--- src/rtl/imem_dmem_port_arbiter_pkg.sv ---
// mem_arb_pkg: FSM states, owner encoding and counter width shared by the IF/DM memory arbiter.
package mem_arb_pkg;
    typedef enum logic [1:0] {IDLE, ISSUE, WAIT, RESP} state_t;
    localparam logic OWN_IF = 1'b0;
    localparam logic OWN_DM = 1'b1;
    localparam int CNT_W = 4;
endpackage

--- src/rtl/imem_dmem_port_arbiter_if.sv ---
// imem_dmem_port_arbiter_if: fetch port, data port and memory-side bus of the unified memory arbiter.
interface imem_dmem_port_arbiter_if #(parameter int AW = 32, parameter int DW = 32);
    logic          if_req, if_valid, if_stall;
    logic [AW-1:0] if_addr;
    logic [DW-1:0] if_rdata;
    logic          dm_req, dm_we, dm_valid, dm_stall;
    logic [AW-1:0] dm_addr;
    logic [DW-1:0] dm_wdata, dm_rdata;
    logic          mem_en, mem_we;
    logic [AW-1:0] mem_addr;
    logic [DW-1:0] mem_wdata, mem_rdata;
    modport slave (
        input  if_req, if_addr, dm_req, dm_we, dm_addr, dm_wdata, mem_rdata,
        output if_rdata, if_valid, if_stall, dm_rdata, dm_valid, dm_stall,
               mem_en, mem_we, mem_addr, mem_wdata
    );
    modport master (
        output if_req, if_addr, dm_req, dm_we, dm_addr, dm_wdata, mem_rdata,
        input  if_rdata, if_valid, if_stall, dm_rdata, dm_valid, dm_stall,
               mem_en, mem_we, mem_addr, mem_wdata
    );
endinterface

--- src/rtl/imem_dmem_port_arbiter_lat_timer.sv ---
// arb_lat_timer: loadable down-counter that stops at zero and flags done while at zero.
module arb_lat_timer
    import mem_arb_pkg::*;
(
    input  logic             clock,
    input  logic             reset,
    input  logic             load,
    input  logic [CNT_W-1:0] load_val,
    output logic             done
);
    logic [CNT_W-1:0] cnt_q, cnt_d;
    always_comb cnt_d = load ? load_val : (cnt_q != '0) ? cnt_q - CNT_W'(1) : cnt_q;
    always_ff @(posedge clock) cnt_q <= reset ? '0 : cnt_d;
    assign done = cnt_q == '0;
endmodule

--- src/rtl/imem_dmem_port_arbiter.sv ---
// imem_dmem_port_arbiter: shares one fixed-latency memory between fetch (IF) and data (DM) ports, DM first.
// Define ARB_FETCH_GUARD_EN to force an IF grant after STARVE_MAX consecutive DM grants that kept IF waiting.
module imem_dmem_port_arbiter
    import mem_arb_pkg::*;
#(
    parameter int AW         = 32,
    parameter int DW         = 32,
    parameter int MEM_LAT    = 1,
    parameter int STARVE_MAX = 4
) (
    input logic clock,
    input logic reset,
    imem_dmem_port_arbiter_if.slave bus
);
    state_t        state_q, state_d;
    logic          owner_q, owner_d, we_q, we_d;
    logic [AW-1:0] addr_q, addr_d;
    logic [DW-1:0] wdata_q, wdata_d, if_rdata_q, if_rdata_d, dm_rdata_q, dm_rdata_d;
    logic          arb, force_if, grant_dm, grant_if, lat_done;

    if (MEM_LAT < 1 || MEM_LAT > 15 || STARVE_MAX < 1 || STARVE_MAX > 15) begin : g_bad_cfg
        $error("imem_dmem_port_arbiter: MEM_LAT and STARVE_MAX must lie in 1..15");
    end

    assign arb      = state_q == IDLE || state_q == RESP;
    assign grant_dm = arb && bus.dm_req && !force_if;
    assign grant_if = arb && bus.if_req && !grant_dm;

`ifdef ARB_FETCH_GUARD_EN
    // Counts DM grants that left a pending fetch behind; hitting the limit hands the next grant to IF.
    logic [CNT_W-1:0] starve_q, starve_d;
    assign force_if = bus.if_req && starve_q == CNT_W'(STARVE_MAX);
    always_comb starve_d = (grant_dm && bus.if_req) ? starve_q + CNT_W'(1) : (grant_dm || grant_if) ? '0 : starve_q;
    always_ff @(posedge clock) starve_q <= reset ? '0 : starve_d;
`else
    assign force_if = 1'b0;
`endif

    always_comb begin
        state_d    = state_q;
        owner_d    = owner_q;
        we_d       = we_q;
        addr_d     = addr_q;
        wdata_d    = wdata_q;
        if_rdata_d = if_rdata_q;
        dm_rdata_d = dm_rdata_q;
        case (state_q)
            IDLE, RESP: begin
                state_d = (grant_dm || grant_if) ? ISSUE : IDLE;
                if (grant_dm || grant_if) begin
                    owner_d = grant_dm ? OWN_DM : OWN_IF;
                    we_d    = grant_dm && bus.dm_we;
                    addr_d  = grant_dm ? bus.dm_addr : bus.if_addr;
                    wdata_d = bus.dm_wdata;
                end
            end
            ISSUE: state_d = WAIT;
            WAIT: if (lat_done) begin
                state_d    = RESP;
                if_rdata_d = (owner_q == OWN_IF) ? bus.mem_rdata : if_rdata_q;
                dm_rdata_d = (owner_q == OWN_DM && !we_q) ? bus.mem_rdata : dm_rdata_q;
            end
            default: state_d = IDLE;
        endcase
    end

    always_ff @(posedge clock) begin
        if (reset) begin
            state_q    <= IDLE;
            owner_q    <= OWN_IF;
            we_q       <= 1'b0;
            addr_q     <= '0;
            wdata_q    <= '0;
            if_rdata_q <= '0;
            dm_rdata_q <= '0;
        end else begin
            state_q    <= state_d;
            owner_q    <= owner_d;
            we_q       <= we_d;
            addr_q     <= addr_d;
            wdata_q    <= wdata_d;
            if_rdata_q <= if_rdata_d;
            dm_rdata_q <= dm_rdata_d;
        end
    end

    arb_lat_timer u_timer (
        .clock    (clock),
        .reset    (reset),
        .load     (state_q == ISSUE),
        .load_val (CNT_W'(MEM_LAT - 1)),
        .done     (lat_done)
    );

    assign bus.mem_en    = state_q == ISSUE;
    assign bus.mem_we    = state_q == ISSUE && we_q;
    assign bus.mem_addr  = addr_q;
    assign bus.mem_wdata = wdata_q;
    assign bus.if_valid  = state_q == RESP && owner_q == OWN_IF;
    assign bus.dm_valid  = state_q == RESP && owner_q == OWN_DM;
    assign bus.if_rdata  = if_rdata_q;
    assign bus.dm_rdata  = dm_rdata_q;
    assign bus.if_stall  = bus.if_req && !bus.if_valid;
    assign bus.dm_stall  = bus.dm_req && !bus.dm_valid;
endmodule

--- src/flat_wrapper.sv ---
// flat-port wrapper written by rule: the top's interface ports become plain ports
module imem_dmem_port_arbiter_flat import mem_arb_pkg::*;
#(
    parameter int AW         = 32,
    parameter int DW         = 32,
    parameter int MEM_LAT    = 1,
    parameter int STARVE_MAX = 4
)
  (clock, reset, bus_if_req, bus_if_addr, bus_dm_req, bus_dm_we, bus_dm_addr, bus_dm_wdata, bus_mem_rdata, bus_if_rdata, bus_if_valid, bus_if_stall, bus_dm_rdata, bus_dm_valid, bus_dm_stall, bus_mem_en, bus_mem_we, bus_mem_addr, bus_mem_wdata);
  imem_dmem_port_arbiter_if #(.AW(AW), .DW(DW)) bus_i ();
  input logic clock;
  input logic reset;
  input wire logic [$bits(bus_i.if_req)-1:0] bus_if_req;
  input wire logic [$bits(bus_i.if_addr)-1:0] bus_if_addr;
  input wire logic [$bits(bus_i.dm_req)-1:0] bus_dm_req;
  input wire logic [$bits(bus_i.dm_we)-1:0] bus_dm_we;
  input wire logic [$bits(bus_i.dm_addr)-1:0] bus_dm_addr;
  input wire logic [$bits(bus_i.dm_wdata)-1:0] bus_dm_wdata;
  input wire logic [$bits(bus_i.mem_rdata)-1:0] bus_mem_rdata;
  output wire logic [$bits(bus_i.if_rdata)-1:0] bus_if_rdata;
  output wire logic [$bits(bus_i.if_valid)-1:0] bus_if_valid;
  output wire logic [$bits(bus_i.if_stall)-1:0] bus_if_stall;
  output wire logic [$bits(bus_i.dm_rdata)-1:0] bus_dm_rdata;
  output wire logic [$bits(bus_i.dm_valid)-1:0] bus_dm_valid;
  output wire logic [$bits(bus_i.dm_stall)-1:0] bus_dm_stall;
  output wire logic [$bits(bus_i.mem_en)-1:0] bus_mem_en;
  output wire logic [$bits(bus_i.mem_we)-1:0] bus_mem_we;
  output wire logic [$bits(bus_i.mem_addr)-1:0] bus_mem_addr;
  output wire logic [$bits(bus_i.mem_wdata)-1:0] bus_mem_wdata;
  assign bus_i.if_req = bus_if_req;
  assign bus_i.if_addr = bus_if_addr;
  assign bus_i.dm_req = bus_dm_req;
  assign bus_i.dm_we = bus_dm_we;
  assign bus_i.dm_addr = bus_dm_addr;
  assign bus_i.dm_wdata = bus_dm_wdata;
  assign bus_i.mem_rdata = bus_mem_rdata;
  assign bus_if_rdata = bus_i.if_rdata;
  assign bus_if_valid = bus_i.if_valid;
  assign bus_if_stall = bus_i.if_stall;
  assign bus_dm_rdata = bus_i.dm_rdata;
  assign bus_dm_valid = bus_i.dm_valid;
  assign bus_dm_stall = bus_i.dm_stall;
  assign bus_mem_en = bus_i.mem_en;
  assign bus_mem_we = bus_i.mem_we;
  assign bus_mem_addr = bus_i.mem_addr;
  assign bus_mem_wdata = bus_i.mem_wdata;
  imem_dmem_port_arbiter #(.AW(AW), .DW(DW), .MEM_LAT(MEM_LAT), .STARVE_MAX(STARVE_MAX)) u_core (.clock(clock), .reset(reset), .bus(bus_i));
endmodule
--- config.mk ---
export PLATFORM = sky130hd
export DESIGN_NAME = imem_dmem_port_arbiter_flat
export DESIGN_NICKNAME = d
export VERILOG_FILES = /design/src/rtl/imem_dmem_port_arbiter_pkg.sv /design/src/rtl/imem_dmem_port_arbiter_if.sv /design/src/rtl/imem_dmem_port_arbiter_lat_timer.sv /design/src/rtl/imem_dmem_port_arbiter.sv /design/src/flat_wrapper.sv
export SDC_FILE = /design/constraint.sdc
export NUM_CORES = 1
export LEC_CHECK = 0
export ABC_AREA = 1
export CAP_MARGIN = 20
export CORE_MARGIN = 5
export CORE_UTILIZATION = 44
export CTS_CLUSTER_SIZE = 16
export DETAILED_ROUTE_END_ITERATION = 6
export PLACE_DENSITY = 0.93
export SYNTH_ARGS = -nofsm -noshare
export SYNTH_HDL_FRONTEND = slang
export SYNTH_SLANG_ARGS = --single-unit
--- constraint.sdc ---
create_clock -name clock -period 5.3 [get_ports clock]
set_clock_uncertainty 0.15 [all_clocks]
set_input_delay 1.06 -clock clock [delete_from_list [all_inputs] [get_ports clock]]
set_output_delay 1.06 -clock clock [all_outputs]
set_load 0.01 [all_outputs]
# [Yosys cells after proc, flatten, opt, wreduce, memory -nomap -nowiden]
# Index checks and enable logic that the tools add are counted.
[classes] addsub=1 n_eq_ne=4 muxes=5 bitwise=1 reduce_logical=24
[op_table] operator="32-bit 2-to-1 mux" count=1
[op_table] operator="1-bit logical AND" count=10
[op_table] operator="2-bit one-hot mux with 3 select lines" count=1
[op_table] operator="3-bit AND reduction" count=2
[op_table] operator="2-bit == test (second input constant)" count=2
[op_table] operator="1-bit logical NOT" count=4
[op_table] operator="4-bit logical NOT" count=1
[op_table] operator="4-bit nonzero test" count=1
[op_table] operator="2-bit OR reduction" count=2
[op_table] operator="4-bit by 1-bit subtractor with 4-bit output (second input constant)" count=1
[op_table] operator="2-bit by 1-bit == test with 1-bit output (second input constant)" count=1
[op_table] operator="2-bit logical NOT" count=1
[op_table] operator="1-bit logical OR" count=2
[op_table] operator="1-bit 2-to-1 mux" count=2
[op_table] operator="2-bit 2-to-1 mux" count=1
[op_table] operator="2-bit by 1-bit != test with 1-bit output (second input constant)" count=1
[op_table] operator="2-bit AND reduction" count=1
[op_table] operator="1-bit NOT" count=1
[word_totals] register_bits=136 inputBits=133 out_inout_bits=134 word_cells=43

# [Logic depth before layout (Yosys ltp)]
# Gate-level depths: netlist (run 1).
[logic_depth] word_depth=8 ltp_mapped=8 depth_no_buf=8

# [Hierarchy]
# From an unflattened synthesis (run 1), not the netlist that was laid out.
[hier_totals] cells_unflattened=811 area_unflattened_um2=5642.9
[modules_own_cells] module="imem_dmem_port_arbiter" n_inst=1 cells_each=771 area_per_inst_um2=5395.2 seq_area_each_um2=2642.5
[modules_own_cells] module="arb_lat_timer" n_inst=1 cells_each=40 area_per_inst_um2=247.7 seq_area_each_um2=80.1

# [Least setup slack after synthesis (run 1)]
# OpenSTA, ideal clock, no wires.
[synth_timing] path_type="input to output" startpoint="input bus_dm_req" endpoint="output bus_dm_stall" arrival_ns=1.251 required_time_ns=4.090 path_slack_ns=2.839 cell_stages=2 n_path_buf=0 cell_sequence="inv_1 nor2_1"
[synth_between] elab_chain_len=1
[synth_rtl] element="start, declared" line_no="flat_wrapper.sv:15" source="input wire logic [$bits(bus_i.dm_req)-1:0] bus_dm_req;"
[synth_rtl] element="1-bit logical AND" line_no="imem_dmem_port_arbiter.sv:104" source="assign bus.dm_stall = bus.dm_req && !bus.dm_valid;"
[synth_rtl] element="end, declared" line_no="flat_wrapper.sv:25" source="output wire logic [$bits(bus_i.dm_stall)-1:0] bus_dm_stall;"
# No other way between the ends.

# [Worst setup path after layout (run 1)]
# Same ends and word-level chain as after synthesis.

==> impl_metrics.csv, run 1 <==
group,metric,value,unit
timing,finalSetupTns,0,ns
placement,port_buffers,266,
routing,antenna_left,0,
clock_network,cts_tree,"yes",
setup_path,crit_top_cell,"clkdlybuf4s50_1",
clock_network,cts_hold_buf,0,
routing,dr.pass1.iters,5,
timing,max_clock_freq,283,MHz
layout,fin_cells,1217,
synth,ys_seq_area_frac,0.493,
synth,yosysTopAreaCellShare,0.493,
placement,dp_hpwl,12400,µm
synth,ys_types,23,
timing,hold_violations,0,
synth,synthFlopType,"dfxtp_1",
synth,ys_seq_elements,136,
layout,nFillCells,940,
synth,yosys.area.top_type,"dfxtp_1",
floorplan,die_h,122,µm
global_routing,grt_pass1_wl,26600,µm
clock_network,clock-root-buffer,"clkbuf_16",
synth,yosysWarnings,0,
clock_network,cts_buffers,17,
timing,drv_slew,0,
setup_path,required,4.09,ns
clock_network,cts_sinks,136,
clock_network,htreeDepth,4,
global_routing,antenna_found_initial,0,
setup_path,cpLargestDelayFamily,"buffers and inverters",
routing,drc,0,
layout,drive_gt1_frac,0.0411,
setup_path,timing.rr.start,"u_core.state_q[0]",
placement,dp_slack,1.77,ns
floorplan,core-area,12500,µm²
routing,dr.first_iter.drc_count,500,
floorplan,initial_core_util,0.443,
setup_path,cp_cell_sequence,"clkdlybuf4s50_1 -> inv_1 -> nor2_1 -> clkdlybuf4s50_1",
run_status,status,"completed",
synth,syn_inst,790,
timing,rsz0062_at_grt,"false",
layout,fin_nets,1170,
layout,multi_input_area,2260,µm²
routing,dr_total_vias,5792,
placement,dp.cells,1185,
routing,wl_per_cell,14.3,µm
global_routing,overflow,0,
power,powerDensity,438,nW/µm²
floorplan,fp-row-count,41,
power,irDropWorstVdd,467,µV
hold_path,hp-start,"u_core.u_timer.cnt_q[0]",
setup_path,worst_setup_path_end_kind,"output pin",
clock_network,path_clk_slew,0.06,ns
clock_network,clock_path_buffers,2,
timing,layout_setup_ws,1.76,ns
timing,setup_viol,0,
global_routing,grt_pass1_vias,5621,
floorplan,die_w,122,µm
clock_network,cts_setup_buffers,0,
floorplan,io_pins,267,
timing,relSlewSlack,0.466,
routing,vias_per_cell,4.76,
timing,post-route-min-period,3.54,ns
clock_network,insertion_delay,0.42,ns
synth,synth_area_leaders,"dfxtp_1 49%, nor2_1 14%, nand2_1 12%, o21ai_0 6.6%, inv_1 5.3%",
clock_network,cts_resized,0,
synth,synth.avg_cell_area,6.99,µm²
timing,post-route-period-util,0.668,
floorplan,die_area,14900,µm²
flow_run,max_cap_violations,0,
layout,diodes,0,
setup_path,crit_type,"in2out",
setup_path,path_buf_inv,3,
power,cellLeakagePower,3.76,nW
synth,synth_fp_nets,928,
hold_path,hold_path_class,"reg2reg",
timing,worst-slew-pin-transition,0.801,ns
global_routing,grt_max_degree,131,
placement,gp_congestion,0.843,
setup_path,startpoint,"bus_dm_req",
routing,routed_wl,17500,µm
synth,syn-cell-area,5520,µm²
layout,ff_latch_area,2720,µm²
synth,synth_top_cells_by_count,"200 x nor2_1, 174 x nand2_1, 136 x dfxtp_1",
setup_path,cp_max_fo,3,
synth,yosysMostFrequentCell,"nor2_1",
synth,ys_async_sr_fraction,0,
setup_path,start_kind,"primary input",
setup_path,max_stage_delay,0.55,ns
layout,area_growth,58.6,%
setup_path,cp.arrival,2.33,ns
synth,synth-edff-count,0,
setup_path,cp_slowest_cell,"clkdlybuf4s50_1",
global_routing,globalRouteTotalUtil,0.228,
==> metal layers <==
metal | global-route usage | wire length, µm | vias to the layer above
met5 | 0 | 0 | -
met1 | 0.243 | 6320 | 2595
met4 | 0.101 | 546 | 0
met2 | 0.398 | 8580 | 254
met3 | 0.0901 | 2010 | 42
li1 | - | - | 2901
==> cell families after synthesis <==
logic type                 share of synthesized area
AOI/OAI and AO/OA                              0.125
adders and majority gates                     0.0113
buffers and inverters                         0.0978
DFF                                            0.493
and+or+nand+nor                                0.273
==> power breakdown <==
part / switching [W] / leakage [nW] / internal, W
registers: 0.000126 / 1.12 / 0.00126
logic: 0.000702 / 2.38 / 0.000646
clock network: 0.000438 / 0.261 / 0.000668
==> flip-flops by register name (all words and copies together), names as in the netlist <==
name and flops:
u_core.bus.mem_addr 32, u_core.bus.mem_wdata 32, u_core.owner_q 1, u_core.bus.if_rdata 32, u_core.u_timer.cnt_q 4, u_core.we_q 1, u_core.state_q 2, u_core.bus.dm_rdata 32
==> placed cells by master (no fill, tap or decap), drive strengths merged <==
cell type,instances
a21boi,1
clkbuf,21
clkinv,6
nand3,5
nor2,203
buf,3
or2,1
clkinvlp,5
nand4,1
a21oi,38
bufinv,1
o21ai,98
ha,5
clkdlybuf4s50,266
dfxtp,136
nand2,176
inv,79
==> worst paths after layout <==
path,to,slack (ns),depth (start not counted)
hold / removal,u_core.u_timer.cnt_q[0],0.31,1
setup reg to reg,u_core.bus.mem_addr[10],2.72,7
hold reg to reg,u_core.u_timer.cnt_q[0],0.31,1
setup / recovery,bus_dm_stall,1.76,4
==> layout make-up <==
| type | instances | area share |
|---|---|---|
| clock inverter | 11 | 0.0114 |
| tap | 172 | 0.0246 |
| inverter | 80 | 0.0344 |
| sequential | 136 | 0.311 |
| multi-input combinational | 528 | 0.258 |
| clock buffer | 21 | 0.0526 |
| timing repair buffer | 269 | 0.308 |
==> through the flow <==
step           hold slack, ns  utilization  total power, W  area [µm²]
2_1_floorplan           0.272            -         0.00206        5520
3_3_place_gp            0.288        0.658         0.00270        8200
3_5_place_dp            0.291        0.658         0.00274        8200
4_1_cts                 0.301        0.703         0.00386        8760
5_1_grt                 0.322        0.703         0.00406        8760
6_report                0.306        0.703         0.00384        8760
(Power assumes the default switching activity.)
==> run 2: changes to the inputs <==
Settings changed: CORE_UTILIZATION 44 to 41, PLACE_DENSITY 0.93 to 0.88.
Clock period 5.3 ns to 3.6 ns, I/O delays scaled along.
==> run 2 against run 1 <==
Net effect:
- total power up 48%
- first-iteration DRC count is 25% lower
- utilization fell by 3.9 points
==> impl_metrics.csv, run 2 (same netlist as run 1, synthesis figures left out) <==
group,metric,value,unit
run_status,status,"completed",
hold_path,hold_path_class,"reg2reg",
floorplan,die_w,126,µm
floorplan,die_h,126,µm
setup_path,r2r_cells,8,
routing,dr.pass1.iters,6,
hold_path,min_to,"u_core.u_timer.cnt_q[0]",
timing,post-route-min-period,2.82,ns
placement,dp_hpwl,12200,µm
setup_path,cp_max_fo,3,
global_routing,grt_pass1_wl,26300,µm
clock_network,cts_hold_buf,0,
clock_network,clock_path_buffers,2,
placement,dpl-instance-area,8220,µm²
flow_run,max_cap_violations,0,
setup_path,crit_top_cell,"clkdlybuf4s50_1",
timing,max_clock_freq,354,MHz
timing,finalSetupTns,0,ns
setup_path,reg2reg_to,"u_core.state_q[0]",
clock_network,cts_sinks,136,
layout,drive_gt1_frac,0.0421,
clock_network,path_clk_slew,0.06,ns
setup_path,worst_setup_path_end_kind,"output pin",
placement,port_buffers,266,
setup_path,start_kind,"primary input",
setup_path,timing.rr.start,"u_core.state_q[0]",
hold_path,hp-start,"u_core.u_timer.cnt_q[0]",
floorplan,initial_core_util,0.417,
setup_path,cp_slowest_cell,"clkdlybuf4s50_1",
setup_path,cp.arrival,1.95,ns
global_routing,overflow,0,
routing,dr_total_vias,5692,
global_routing,grt_pass1_vias,5369,
timing,post-route-period-util,0.784,
setup_path,r2r_setup_slack,1.15,ns
floorplan,fp-row-count,42,
floorplan,io_pins,267,
floorplan,core-area,13200,µm²
placement,dp.cells,1189,
routing,antenna_left,0,
floorplan,die_area,15900,µm²
setup_path,required,2.73,ns
setup_path,cp_cell_sequence,"clkdlybuf4s50_1 -> inv_1 -> nor2_1 -> clkdlybuf4s50_1",
setup_path,crit_type,"in2out",
layout,fin_nets,1170,
layout,diodes,0,
global_routing,globalRouteTotalUtil,0.205,
layout,area_growth,59.0,%
clock_network,cts_buffers,17,
power,cellLeakagePower,3.77,nW
timing,rsz0062_at_grt,"false",
clock_network,cts_resized,0,
setup_path,max_stage_delay,0.55,ns
layout,final_cell_area,8790,µm²
placement,gp_congestion,0.851,
timing,relSlewSlack,0.460,
power,irDropWorstVdd,476,µV
routing,drc,0,
power,powerDensity,647,nW/µm²
routing,vias_per_cell,4.66,
layout,fin_util,0.663,
timing,drv_slew,0,
routing,wl_per_cell,13.8,µm
hold_path,holdPathStages,1,
routing,dr.first_iter.drc_count,377,
global_routing,grt_max_degree,79,
global_routing,antenna_found_initial,0,
layout,fin_cells,1221,
layout,final_common_cell,"clkdlybuf4s50_1",
clock_network,htreeDepth,4,
clock_network,insertion_delay,0.42,ns
clock_network,clock-root-buffer,"clkbuf_16",
timing,worst-slew-pin-transition,0.810,ns
clock_network,cts_tree,"yes",
timing,hold_violations,0,
timing,setup_viol,0,
routing,routed_wl,16800,µm
clock_network,cts_setup_buffers,0,
layout,final_cell_mix,"266 x clkdlybuf4s50_1, 200 x nor2_1, 173 x nand2_1",
run 2: cell count changes in the layout (fill, tap and decap cells not counted), sizes merged:
cell / before / now
clkbuf: 21 / 18
clkinv: 6 / 5
clkinvlp: 5 / 3
inv: 79 / 85
run 2: through the flow:
| stage | worst slack [ns] | hold WS [ns] | power (W) |
|---|---|---|---|
| 2_1_floorplan | 1.82 | 0.272 | 0.00303 |
| 4_1_cts | 0.776 | 0.302 | 0.00573 |
| 6_report | 0.777 | 0.303 | 0.00568 |
| 3_5_place_dp | 0.787 | 0.295 | 0.00404 |
| 3_3_place_gp | 0.802 | 0.289 | 0.00400 |
| 5_1_grt | 0.723 | 0.333 | 0.00601 |
run 2: report_power, final:
group          internal (W)  leakage, nW  switching, W  total (W)
clock network      0.000966        0.270      0.000699    0.00166
registers           0.00185         1.12      0.000174    0.00203
logic              0.000964         2.39       0.00103    0.00199
total               0.00378         3.77       0.00190    0.00568
run 2: area by class of cell:
| type | count | area [µm²] |
|---|---|---|
| Multi-Input combinational cell | 528 | 2260 |
| Clock inverter | 14 | 139 |
| Inverter | 80 | 302 |
| Fill cell | 1074 | 4460 |
| Sequential cell | 136 | 2720 |
| Timing Repair Buffer | 269 | 2710 |
| Clock buffer | 18 | 429 |
| Tap cell | 176 | 220 |
run 2: how the worst max path moves through the flow:
stage,endpoint,slack [ns],cells after the start,startpoint
CTS,bus_dm_stall,0.78,4,bus_dm_req
finish,bus_dm_stall,0.78,4,bus_dm_req
detailed placement,bus_dm_stall,0.79,4,bus_dm_req
floorplan,bus_dm_stall,1.82,2,bus_dm_req
global placement,bus_dm_stall,0.80,4,bus_dm_req
global route,bus_dm_stall,0.72,4,bus_dm_req
run 2: critical path: cells and delay by family:
family | cells | cell delay [ns]
buf+inv | 3 | 1.13
simple gates | 1 | 0.10
run 2: routing by layer:
metal	part of all wire	vias to the layer above	track usage
met2	0.47	250	0.349
met3	0.11	33	0.0885
met1	0.38	2501	0.225
met4	0.030	0	0.0845
met5	0	-	0
li1	-	2908	-
